### src/rtl/zoom_bist_pkg.sv
// zoom_bist_pkg: shared mode encodings, FSM states and the sweep data pattern
package zoom_bist_pkg;
  localparam logic [1:0] MODE_DOWN      = 2'd0;
  localparam logic [1:0] MODE_ADDR      = 2'd1;
  localparam logic [1:0] MODE_CHECK     = 2'd2;
  localparam logic [1:0] MODE_CHECK_INV = 2'd3;
  localparam int PAT_W = 64;
  typedef enum logic [2:0] {S_IDLE, S_WRITE, S_GAP, S_READ, S_DRAIN, S_DONE} state_e;
  // Pattern is built wide and truncated by the caller; odd selects the phase
  // that keeps a '1' in the MSB for odd data widths.
  function automatic logic [PAT_W-1:0] pat_f(input logic [1:0] mode, input logic [PAT_W-1:0] addr,
                                             input logic [PAT_W-1:0] ch, input logic odd);
    logic [PAT_W-1:0] chk;
    chk = (odd ? {32{2'b01}} : {32{2'b10}}) ^ {PAT_W{addr[0]}};
    return (mode == MODE_DOWN ? ~addr : mode == MODE_ADDR ? addr : mode == MODE_CHECK ? chk : ~chk) ^ ch;
  endfunction
endpackage

### src/rtl/zoom_bist_checker.sv
// zoom_bist_checker: latency-aligned read-back compare with error capture
module zoom_bist_checker
  import zoom_bist_pkg::*;
#(
  parameter int ADDR_WIDTH = 11,
  parameter int DATA_WIDTH = 16,
  parameter int NUM_CH     = 2,
  parameter int RD_LATENCY = 2,
  parameter int ERR_CNT_W  = 3
) (
  input  logic                           clk,
  input  logic                           tb_rst,
  input  logic                           clr,
  input  logic                           fin,
  input  logic [1:0]                     mode,
  input  logic                           rd_vld,
  input  logic [ADDR_WIDTH-1:0]          rd_addr,
  input  logic [NUM_CH*DATA_WIDTH-1:0]   rd_data,
  output logic [ERR_CNT_W-1:0]           err_cnt,
  output logic [ADDR_WIDTH-1:0]          first_err_addr,
  output logic [NUM_CH-1:0]              err_ch_mask,
  output logic                           pass
);
  localparam logic ODD = (DATA_WIDTH % 2) != 0;
  logic [RD_LATENCY-1:0] vld_q, vld_d;
  logic [ADDR_WIDTH-1:0] addr_q [RD_LATENCY];
  logic [ADDR_WIDTH-1:0] addr_d [RD_LATENCY];
  logic [ERR_CNT_W-1:0]  err_cnt_q, err_cnt_d;
  logic [ADDR_WIDTH-1:0] first_q, first_d;
  logic [NUM_CH-1:0]     mask_q, mask_d, fail;
  logic                  pass_q, pass_d, any;
  // Delay line, per-channel compare and result update
  always_comb begin
    vld_d = {vld_q[RD_LATENCY-1:0], rd_vld} [RD_LATENCY-1:0];
    addr_d[0] = rd_addr;
    for (int i = 1; i < RD_LATENCY; i++) addr_d[i] = addr_q[i-1];
    fail = '0;
    for (int c = 0; c < NUM_CH; c++)
      fail[c] = vld_q[RD_LATENCY-1] && (rd_data[c*DATA_WIDTH +: DATA_WIDTH] !=
                DATA_WIDTH'(pat_f(mode, PAT_W'(addr_q[RD_LATENCY-1]), PAT_W'(c), ODD)));
    any = |fail;
    err_cnt_d = clr ? '0 : (any && !(&err_cnt_q)) ? err_cnt_q + 1'b1 : err_cnt_q;
    first_d   = clr ? '0 : (any && err_cnt_q == '0) ? addr_q[RD_LATENCY-1] : first_q;
    mask_d    = clr ? '0 : mask_q | fail;
    pass_d    = clr ? 1'b0 : fin ? (err_cnt_q == '0) : pass_q;
  end
  // Result and pipeline registers
  always_ff @(posedge clk or posedge tb_rst) begin
    if (tb_rst) begin
      vld_q     <= '0;
      addr_q    <= '{default: '0};
      err_cnt_q <= '0;
      first_q   <= '0;
      mask_q    <= '0;
      pass_q    <= 1'b0;
    end else begin
      vld_q     <= vld_d;
      addr_q    <= addr_d;
      err_cnt_q <= err_cnt_d;
      first_q   <= first_d;
      mask_q    <= mask_d;
      pass_q    <= pass_d;
    end
  end
  assign err_cnt        = err_cnt_q;
  assign first_err_addr = first_q;
  assign err_ch_mask    = mask_q;
  assign pass           = pass_q;
endmodule

### src/rtl/zoom_ram_bist.sv
// zoom_ram_bist: write/read-back sweep engine for the ZOOM line-buffer RAMs
module zoom_ram_bist
  import zoom_bist_pkg::*;
#(
  parameter int ADDR_WIDTH = 11,
  parameter int DATA_WIDTH = 16,
  parameter int NUM_CH     = 2,
  parameter int RD_LATENCY = 2,
  parameter int ERR_CNT_W  = 3
) (
  input  logic                          clk,
  input  logic                          tb_rst,
  input  logic                          start,
  input  logic [1:0]                    mode,
  output logic                          busy,
  output logic                          done,
  output logic                          pass,
  output logic [ERR_CNT_W-1:0]          err_cnt,
  output logic [ADDR_WIDTH-1:0]         first_err_addr,
  output logic [NUM_CH-1:0]             err_ch_mask,
  output logic [ADDR_WIDTH-1:0]         ram_addr,
  output logic                          ram_wr_en,
  output logic [NUM_CH*DATA_WIDTH-1:0]  ram_wr_data,
  input  logic [NUM_CH*DATA_WIDTH-1:0]  ram_rd_data
);
  localparam logic ODD = (DATA_WIDTH % 2) != 0;
  state_e                state_q, state_d;
  logic [ADDR_WIDTH:0]   cnt_q, cnt_d, cnt_inc;
  logic [1:0]            mode_q, mode_d;
  logic [ADDR_WIDTH-1:0] addr_q, addr_d;
  logic                  busy_q, busy_d, done_q, done_d, wr_en_q, wr_en_d, accept;
  // Next state, sweep counter and registered RAM/handshake outputs
  always_comb begin
    cnt_inc = cnt_q + 1'b1;
    accept  = state_q == S_IDLE && start;
    state_d = state_q;
    cnt_d   = cnt_inc;
    case (state_q)
      S_IDLE:  begin state_d = accept ? S_WRITE : S_IDLE; cnt_d = '0; end
      S_WRITE: state_d = cnt_inc[ADDR_WIDTH] ? S_GAP : S_WRITE;
      S_GAP:   begin state_d = S_READ; cnt_d = '0; end
      S_READ:  begin state_d = cnt_inc[ADDR_WIDTH] ? S_DRAIN : S_READ; cnt_d = cnt_inc[ADDR_WIDTH] ? '0 : cnt_inc; end
      S_DRAIN: state_d = cnt_inc == (ADDR_WIDTH+1)'(RD_LATENCY) ? S_DONE : S_DRAIN;
      default: state_d = S_IDLE;
    endcase
    mode_d  = accept ? mode : mode_q;
    addr_d  = (state_d == S_WRITE || state_d == S_READ) ? cnt_d[ADDR_WIDTH-1:0] : '0;
    wr_en_d = state_d == S_WRITE;
    busy_d  = state_d != S_IDLE;
    done_d  = state_d == S_DONE;
  end
  // FSM and output registers; reset aborts a sweep immediately
  always_ff @(posedge clk or posedge tb_rst) begin
    if (tb_rst) begin
      state_q <= S_IDLE;
      cnt_q   <= '0;
      mode_q  <= '0;
      addr_q  <= '0;
      wr_en_q <= 1'b0;
      busy_q  <= 1'b0;
      done_q  <= 1'b0;
    end else begin
      state_q <= state_d;
      cnt_q   <= cnt_d;
      mode_q  <= mode_d;
      addr_q  <= addr_d;
      wr_en_q <= wr_en_d;
      busy_q  <= busy_d;
      done_q  <= done_d;
    end
  end
  // Write data follows the registered address; zero when not writing
  always_comb begin
    ram_wr_data = '0;
    for (int c = 0; c < NUM_CH; c++)
      ram_wr_data[c*DATA_WIDTH +: DATA_WIDTH] = wr_en_q ?
        DATA_WIDTH'(pat_f(mode_q, PAT_W'(addr_q), PAT_W'(c), ODD)) : '0;
  end
  assign ram_addr  = addr_q;
  assign ram_wr_en = wr_en_q;
  assign busy      = busy_q;
  assign done      = done_q;
  zoom_bist_checker #(
    .ADDR_WIDTH(ADDR_WIDTH), .DATA_WIDTH(DATA_WIDTH), .NUM_CH(NUM_CH),
    .RD_LATENCY(RD_LATENCY), .ERR_CNT_W(ERR_CNT_W)
  ) u_chk (
    .clk(clk), .tb_rst(tb_rst), .clr(accept), .fin(state_q == S_DONE), .mode(mode_q),
    .rd_vld(state_q == S_READ), .rd_addr(addr_q), .rd_data(ram_rd_data),
    .err_cnt(err_cnt), .first_err_addr(first_err_addr), .err_ch_mask(err_ch_mask), .pass(pass)
  );
endmodule

### config.mk
export PLATFORM = sky130hd
export DESIGN_NAME = zoom_ram_bist
export DESIGN_NICKNAME = d
export VERILOG_FILES = /design/src/rtl/zoom_bist_pkg.sv /design/src/rtl/zoom_bist_checker.sv /design/src/rtl/zoom_ram_bist.sv
export SDC_FILE = /design/constraint.sdc
export NUM_CORES = 1
export LEC_CHECK = 0
export BUFFER_PORTS_ARGS = -buffer_cell sky130_fd_sc_hd__buf_4
export CAP_MARGIN = 20
export CORE_UTILIZATION = 49
export DETAILED_ROUTE_END_ITERATION = 6
export GPL_TIMING_DRIVEN = 0
export PLACE_DENSITY_LB_ADDON = 0.25
export REMOVE_ABC_BUFFERS = 1
export SYNTH_ARGS = -nofsm -noshare
export SYNTH_HDL_FRONTEND = slang
export SYNTH_SLANG_ARGS = --single-unit
### constraint.sdc
create_clock -name clk -period 2.1 [get_ports clk]
set_input_delay 0.42 -clock clk [delete_from_list [all_inputs] [get_ports clk]]
set_output_delay 0.42 -clock clk [all_outputs]
set_load 0.02 [all_outputs]
# After elaboration in Yosys (flattened, before gate mapping)
# Index checks and enable logic that the tools add are counted.
# classes
n_addsub,2
eq_ne,13
n_mux,23
bitwise_logic,9
n_reduce_logical,17
# op_table
cell,n
16-bit two-way mux,8
11-bit two-way mux,4
16-bit inequality test,2
11-bit NOT with 16-bit output,2
16-bit NOT,2
12-bit case mux with 2 select lines,1
8-bit NOT,2
3-bit case mux with 5 select lines,1
"12-bit by 1-bit adder with 12-bit output, second input constant",1
"12-bit by 2-bit equality test with 1-bit output, second input constant",1
"3-bit by 2-bit equality test with 1-bit output, second input constant",3
"3-bit equality test, second input constant",3
3-bit two-way mux,3
"3-bit by 1-bit equality test with 1-bit output, second input constant",2
3-bit logical NOT,2
2-bit nonzero test,3
1-bit logical AND,5
1-bit two-way mux,4
2-bit two-way mux,2
2-bit OR reduction,2
"3-bit by 1-bit adder with 3-bit output, second input constant",1
3-bit AND reduction,1
3-bit nonzero test,1
"2-bit by 1-bit equality test with 1-bit output, second input constant",1
6 further kinds,7
# totals
regBits,72
input_bits,37
output_inout_bits,63
word_cells,78

# Logic depth before layout (Yosys ltp)
# logic_depth
word_depth,12
ltp_mapped,10
ltp_nobuf,8

# By module
# From an unflattened synthesis, not the netlist that was laid out.
# unflattened
cells_unflattened,481
area_unflattened_um2,4468.0
# by_module_without_submodules
mod,n_inst,cells_per_inst,area_each_um2,seq_area_each_um2
zoom_bist_checker,1,275,2612.5,1026.0
zoom_ram_bist,1,206,1855.5,775.7

# Worst setup path after synthesis
# No wires, ideal clock.
# synth_timing
path_kind,flip-flop to output port
from,register mode_q[1]
to,output port ram_wr_data[17]
t_arrival_ns,1.697
required_ns,1.680
setup_slack_ns,-0.017
stages_incl_launch_ff,9
n_path_buf,4
path_cell_list,dfrtp_1 -> buf_6 -> buf_4 -> buf_2 -> nand2_1 -> o21ai_0 -> xnor2_1 -> and2_1 -> buf_4
# synth_between
elab_chain_len,5
word_cells_on_any_way,7
cone_classes,2 x eq/ne; 4 x mux; 1 x reduce/logical
# synth_rtl
element,line_no,rtl
"start, declared",zoom_ram_bist.sv:29,"logic [1:0] mode_q, mode_d;"
"start signal, assigned",zoom_ram_bist.sv:65,mode_q <= mode_d;
2-bit equality test,zoom_bist_pkg.sv:15,return (mode == MODE_DOWN ? ~addr : mode == MODE_ADDR ? addr : mode == MODE_CHECK ? chk : ~chk) ^ ch;
16-bit two-way mux (2 in a row),zoom_bist_pkg.sv:15,
16-bit two-way mux (*),zoom_bist_pkg.sv:15,
16-bit two-way mux (*),zoom_ram_bist.sv:76,ram_wr_data[c*DATA_WIDTH +: DATA_WIDTH] = wr_en_q ?
"end, declared",zoom_ram_bist.sv:23,"output logic [NUM_CH*DATA_WIDTH-1:0] ram_wr_data,"
# Every way passes the cells marked *; elsewhere a longest branch is shown, timed or not.

# Final worst setup path
# layout_timing
from,register mode_q[1]
to,"register u_chk.first_q[0], in the netlist u_chk.first_err_addr[0]"
# layout_between
elab_chain_len,10
word_cells_on_any_way,14
cone_classes,4 x eq/ne; 3 x mux; 1 x bitwise; 6 x reduce/logical
# layout_rtl
element,line_no,rtl
2-bit equality test,zoom_bist_pkg.sv:15,
16-bit two-way mux (2 in a row),zoom_bist_pkg.sv:15,
16-bit two-way mux (*),zoom_bist_pkg.sv:15,
1-bit NOT (no source line),-,
16-bit inequality test,zoom_bist_checker.sv:39,fail[c] = vld_q[RD_LATENCY-1] && (rd_data[c*DATA_WIDTH +: DATA_WIDTH] !=
1-bit logical AND,zoom_bist_checker.sv:39,
2-bit OR reduction (*),zoom_bist_checker.sv:41,any = |fail;
1-bit logical AND (*),zoom_bist_checker.sv:43,first_d = clr ? '0 : (any && err_cnt_q == '0) ? addr_q[RD_LATENCY-1] : first_q;
2-bit nonzero test (no source line) (*),-,
"end signal, assigned",zoom_bist_checker.sv:60,first_q <= first_d;
"end, declared",zoom_bist_checker.sv:29,"logic [ADDR_WIDTH-1:0] first_q, first_d;"
# Marked as above.
# A chain may end at the register's enable or synchronous reset.

==> flow_summary.json <==
{
  "violations": "setup timing",
  "areaGrowthSynthToFinish_pct": 34.92,
  "cts_tree": "done",
  "p_per_area_nw_per_um2": 978.3,
  "via_count": 3747,
  "layout_commonest_cell": "buf_4",
  "synthArstFlopShare_pct": 100.0,
  "post_drt_wl_per_cell_microns": 17.00,
  "pin_count": 100,
  "rsz0062_at_grt": "yes",
  "yosysSeqAreaShare_pct": 42.15,
  "drt-pass1-iter-count": 5,
  "dp.cells": 621,
  "cap_violations": 0,
  "std_cell_rows": 33,
  "fin_worst_skew_ns": 0.01425,
  "grt_usage_pct": 25.03,
  "grt_max_degree": 73,
  "ir_drop_uv": 831.4,
  "dieHeight_microns": 95.40,
  "ys_ff_latch": 72,
  "setup_viol": 46,
  "setup_ws_ns": -0.2360,
  "synthCells": 465,
  "clockRootBuffer": "clkbuf_8",
  "clk_pin_slew_ns": 0.08,
  "maxSlewHeadroom_pct": 43.21,
  "wl_microns": 11370,
  "synth.distinct_cells": 58,
  "final_layout_size_suffix_gt1_share_pct": 36.17,
  "p_leak_nw": 2.656,
  "worstSkewPairLatency_ns": 0.35,
  "min_period_ns": 2.336,
  "grt_pass1_vias": 3504,
  "syn-cell-area_sq_um": 4274,
  "hpwl_microns": 7185,
  "antenna_found_initial": 0,
  "die_w_microns": 95.40,
  "start_util_pct": 51.25,
  "htree_levels": 3,
  "via_per_inst": 5.601,
  "report.final.hold_viol_count": 0,
  "cts.sinks": 72,
  "worstSetupStartpointType": "register",
  "timing.fmax_ghz": 0.4281,
  "reg2reg_to": "u_chk.first_err_addr[0]$_DFFE_PP0P_",
  "cp.arrival_ns": 2.57,
  "fin_nets": 601,
  "slew_viol_final": 0,
  "synth_ff_type": "dfrtp_1",
  "outcome": "complete, but fails checks",
  "fin_cells": 669,
  "synth_edf_count": 0,
  "numCtsBuffers": 9,
  "grt_overflow": 0,
  "r2r_start": "mode_q[1]$_DFFE_PP0P_",
  "dieArea_sq_um": 9100,
  "fin_util_pct": 69.14,
  "layout_common_cells": "buf_4, dfrtp_1, nand2_1",
  "endpoint_kind": "register",
  "drt_iter0_drc": 182,
  "rr_worst_depth": 9,
  "worstSetupPathType": "register to register",
  "fillers": 613,
  "crit_fanout": 6,
  "clockBufferDepth": 2,
  "required_ns": 2.33,
  "finalCritPeriodShare_pct": 111.2,
  "io_buffers": 99,
  "n_antenna_cell": 0,
  "ant_nets": 0,
  "tightest_slew_ns": 0.8519,
  "hold_class": "input pin to asynchronous set/reset pin",
  "syn_avg_cell_area_sq_um": 9.192,
  "grt_pass1_wl_microns": 17050,
  "routabilityCongestion": 0.9315,
  "worst-r2r-setup-slack_ns": -0.24,
  "core_area_sq_um": 8341,
  "synth_warnings": 0,
  "drcViolationCount": 0
}
synthesized netlist by cell type, types with 3 or more instances:
| library cell | count | share of area, % |
|---|---|---|
| a211oi_1 | 4 | 0.70 |
| a21oi_1 | 14 | 1.6 |
| a311oi_1 | 3 | 0.61 |
| and2_1 | 15 | 2.2 |
| and3_1 | 3 | 0.44 |
| buf_2 | 7 | 0.82 |
| buf_4 | 33 | 5.8 |
| clkbuf_1 | 4 | 0.35 |
| dfrtp_1 | 72 | 42 |
| ha_1 | 5 | 1.5 |
| inv_1 | 21 | 1.8 |
| mux2i_1 | 24 | 5.6 |
| nand2_1 | 53 | 4.7 |
| nand2b_1 | 9 | 1.3 |
| nand3_1 | 10 | 1.2 |
| nand3b_1 | 3 | 0.53 |
| nand4_1 | 4 | 0.59 |
| nor2_1 | 51 | 4.5 |
| nor2b_1 | 7 | 1.0 |
| nor3_1 | 9 | 1.1 |
| nor4_1 | 5 | 0.73 |
| o21ai_0 | 14 | 1.6 |
| o221ai_1 | 3 | 0.61 |
| o22ai_1 | 3 | 0.44 |
| xnor2_1 | 34 | 7.0 |
| xor2_1 | 15 | 3.1 |
cell type report:
type                       instances  area [sq um]  share of cell area, %
multi-input combinational        324          2379                  41.25
sequential                        72          1817                  31.50
timing repair buffer             130          1120                  19.42
tap                              105         131.4                  2.278
clock buffer                       9         123.9                  2.148
inverter                          22         101.3                  1.757
clock inverter                     7         95.09                  1.649
how the worst max path moves through the flow:
stage | from | endpoint | cells past startpoint | slack [ns]
finish | mode_q[1]$_DFFE_PP0P_ | u_chk.first_err_addr[0]$_DFFE_PP0P_ | 9 | -0.24
global route | mode_q[1]$_DFFE_PP0P_ | ram_wr_data[22] | 7 | -0.33
CTS | mode_q[1]$_DFFE_PP0P_ | ram_wr_data[6] | 6 | -0.20
detailed placement | mode_q[0]$_DFFE_PP0P_ | u_chk.first_err_addr[2]$_DFFE_PP0P_ | 7 | -1.47
global placement | mode_q[0]$_DFFE_PP0P_ | u_chk.first_err_addr[8]$_DFFE_PP0P_ | 7 | -1.37
floorplan | mode_q[0]$_DFFE_PP0P_ | ram_wr_data[11] | 3 | -0.72
registers in the layout, indices dropped and copies added (netlist names):
name,count
u_chk.addr_q,11
u_chk.err_ch_mask,2
cnt_q,12
ram_wr_en,1
state_q,3
done,1
ram_addr,11
mode_q,2
u_chk.vld_q,2
u_chk.first_err_addr,11
u_chk.addr_d,11
u_chk.err_cnt,3
busy,1
u_chk.pass,1
cells by family (layout without fill, tap and decap cells):
| group | after synthesis | after routing | share of synthesized area, % |
|---|---|---|---|
| AO/OA/AOI/OAI | 67 | 68 | 11.04 |
| XOR/XNOR | 49 | 49 | 10.04 |
| adder cells (fa/ha/maj) | 5 | 5 | 1.464 |
| buffers and inverters | 70 | 168 | 9.631 |
| flip-flops | 72 | 72 | 42.15 |
| multiplexers | 25 | 25 | 5.884 |
| AND/OR/NAND/NOR | 177 | 177 | 19.79 |
layer usage:
metal  GRT usage (%)  share of wire [%]  up-vias
li1                -                  -     1737
met2           44.11                 52      165
met3           5.024                5.6       35
met4           11.44                3.7        0
met5               0                  0        -
met1           29.25                 39     1810
metrics by stage:
stage               hold WS (ns)  setup WS [ns]  total power [mW]  setup TNS [ns]  area [sq um]
finish                    0.2522        -0.2360             5.642          -6.262          5767
global placement          0.3320         -1.370             3.801         -108.33          4820
detailed placement        0.3347         -1.467             3.857          -45.74          4822
global route              0.3162        -0.3346             5.917          -10.17          5767
floorplan                 0.3312        -0.7199             3.083          -28.72          3945
CTS                       0.2802        -0.1955             5.240          -5.174          5413
critical path, stage by stage, from the launching register on:
cell	delay [ns]
dfrtp_4	0.53
buf_8	0.17
mux2i_1	0.26
xor2_1	0.22
nand2_1	0.08
o2bb2ai_1	0.18
nand4_1	0.14
buf_6	0.16
o2111a_2	0.33
mux2i_1	0.14
power breakdown:
part | switching (mW) | leakage (nW) | total [mW] | internal [mW]
Sequential | 0.309 | 0.925 | 1.96 | 1.66
Combinational | 1.29 | 1.62 | 2.48 | 1.18
Clock | 0.528 | 0.110 | 1.20 | 0.670
what timing repair did:
action                                  in CTS  in global routing
hold buffers                                 0                  0
setup buffers                               23                  9
resized for setup                           36                 70
pin swaps                                   10                 16
endpoints found under the setup margin      72                 73
gates cloned                                 1                  0
hold endpoints to repair                     0                  0
Note: power is estimated with default switching activity, not from simulation.
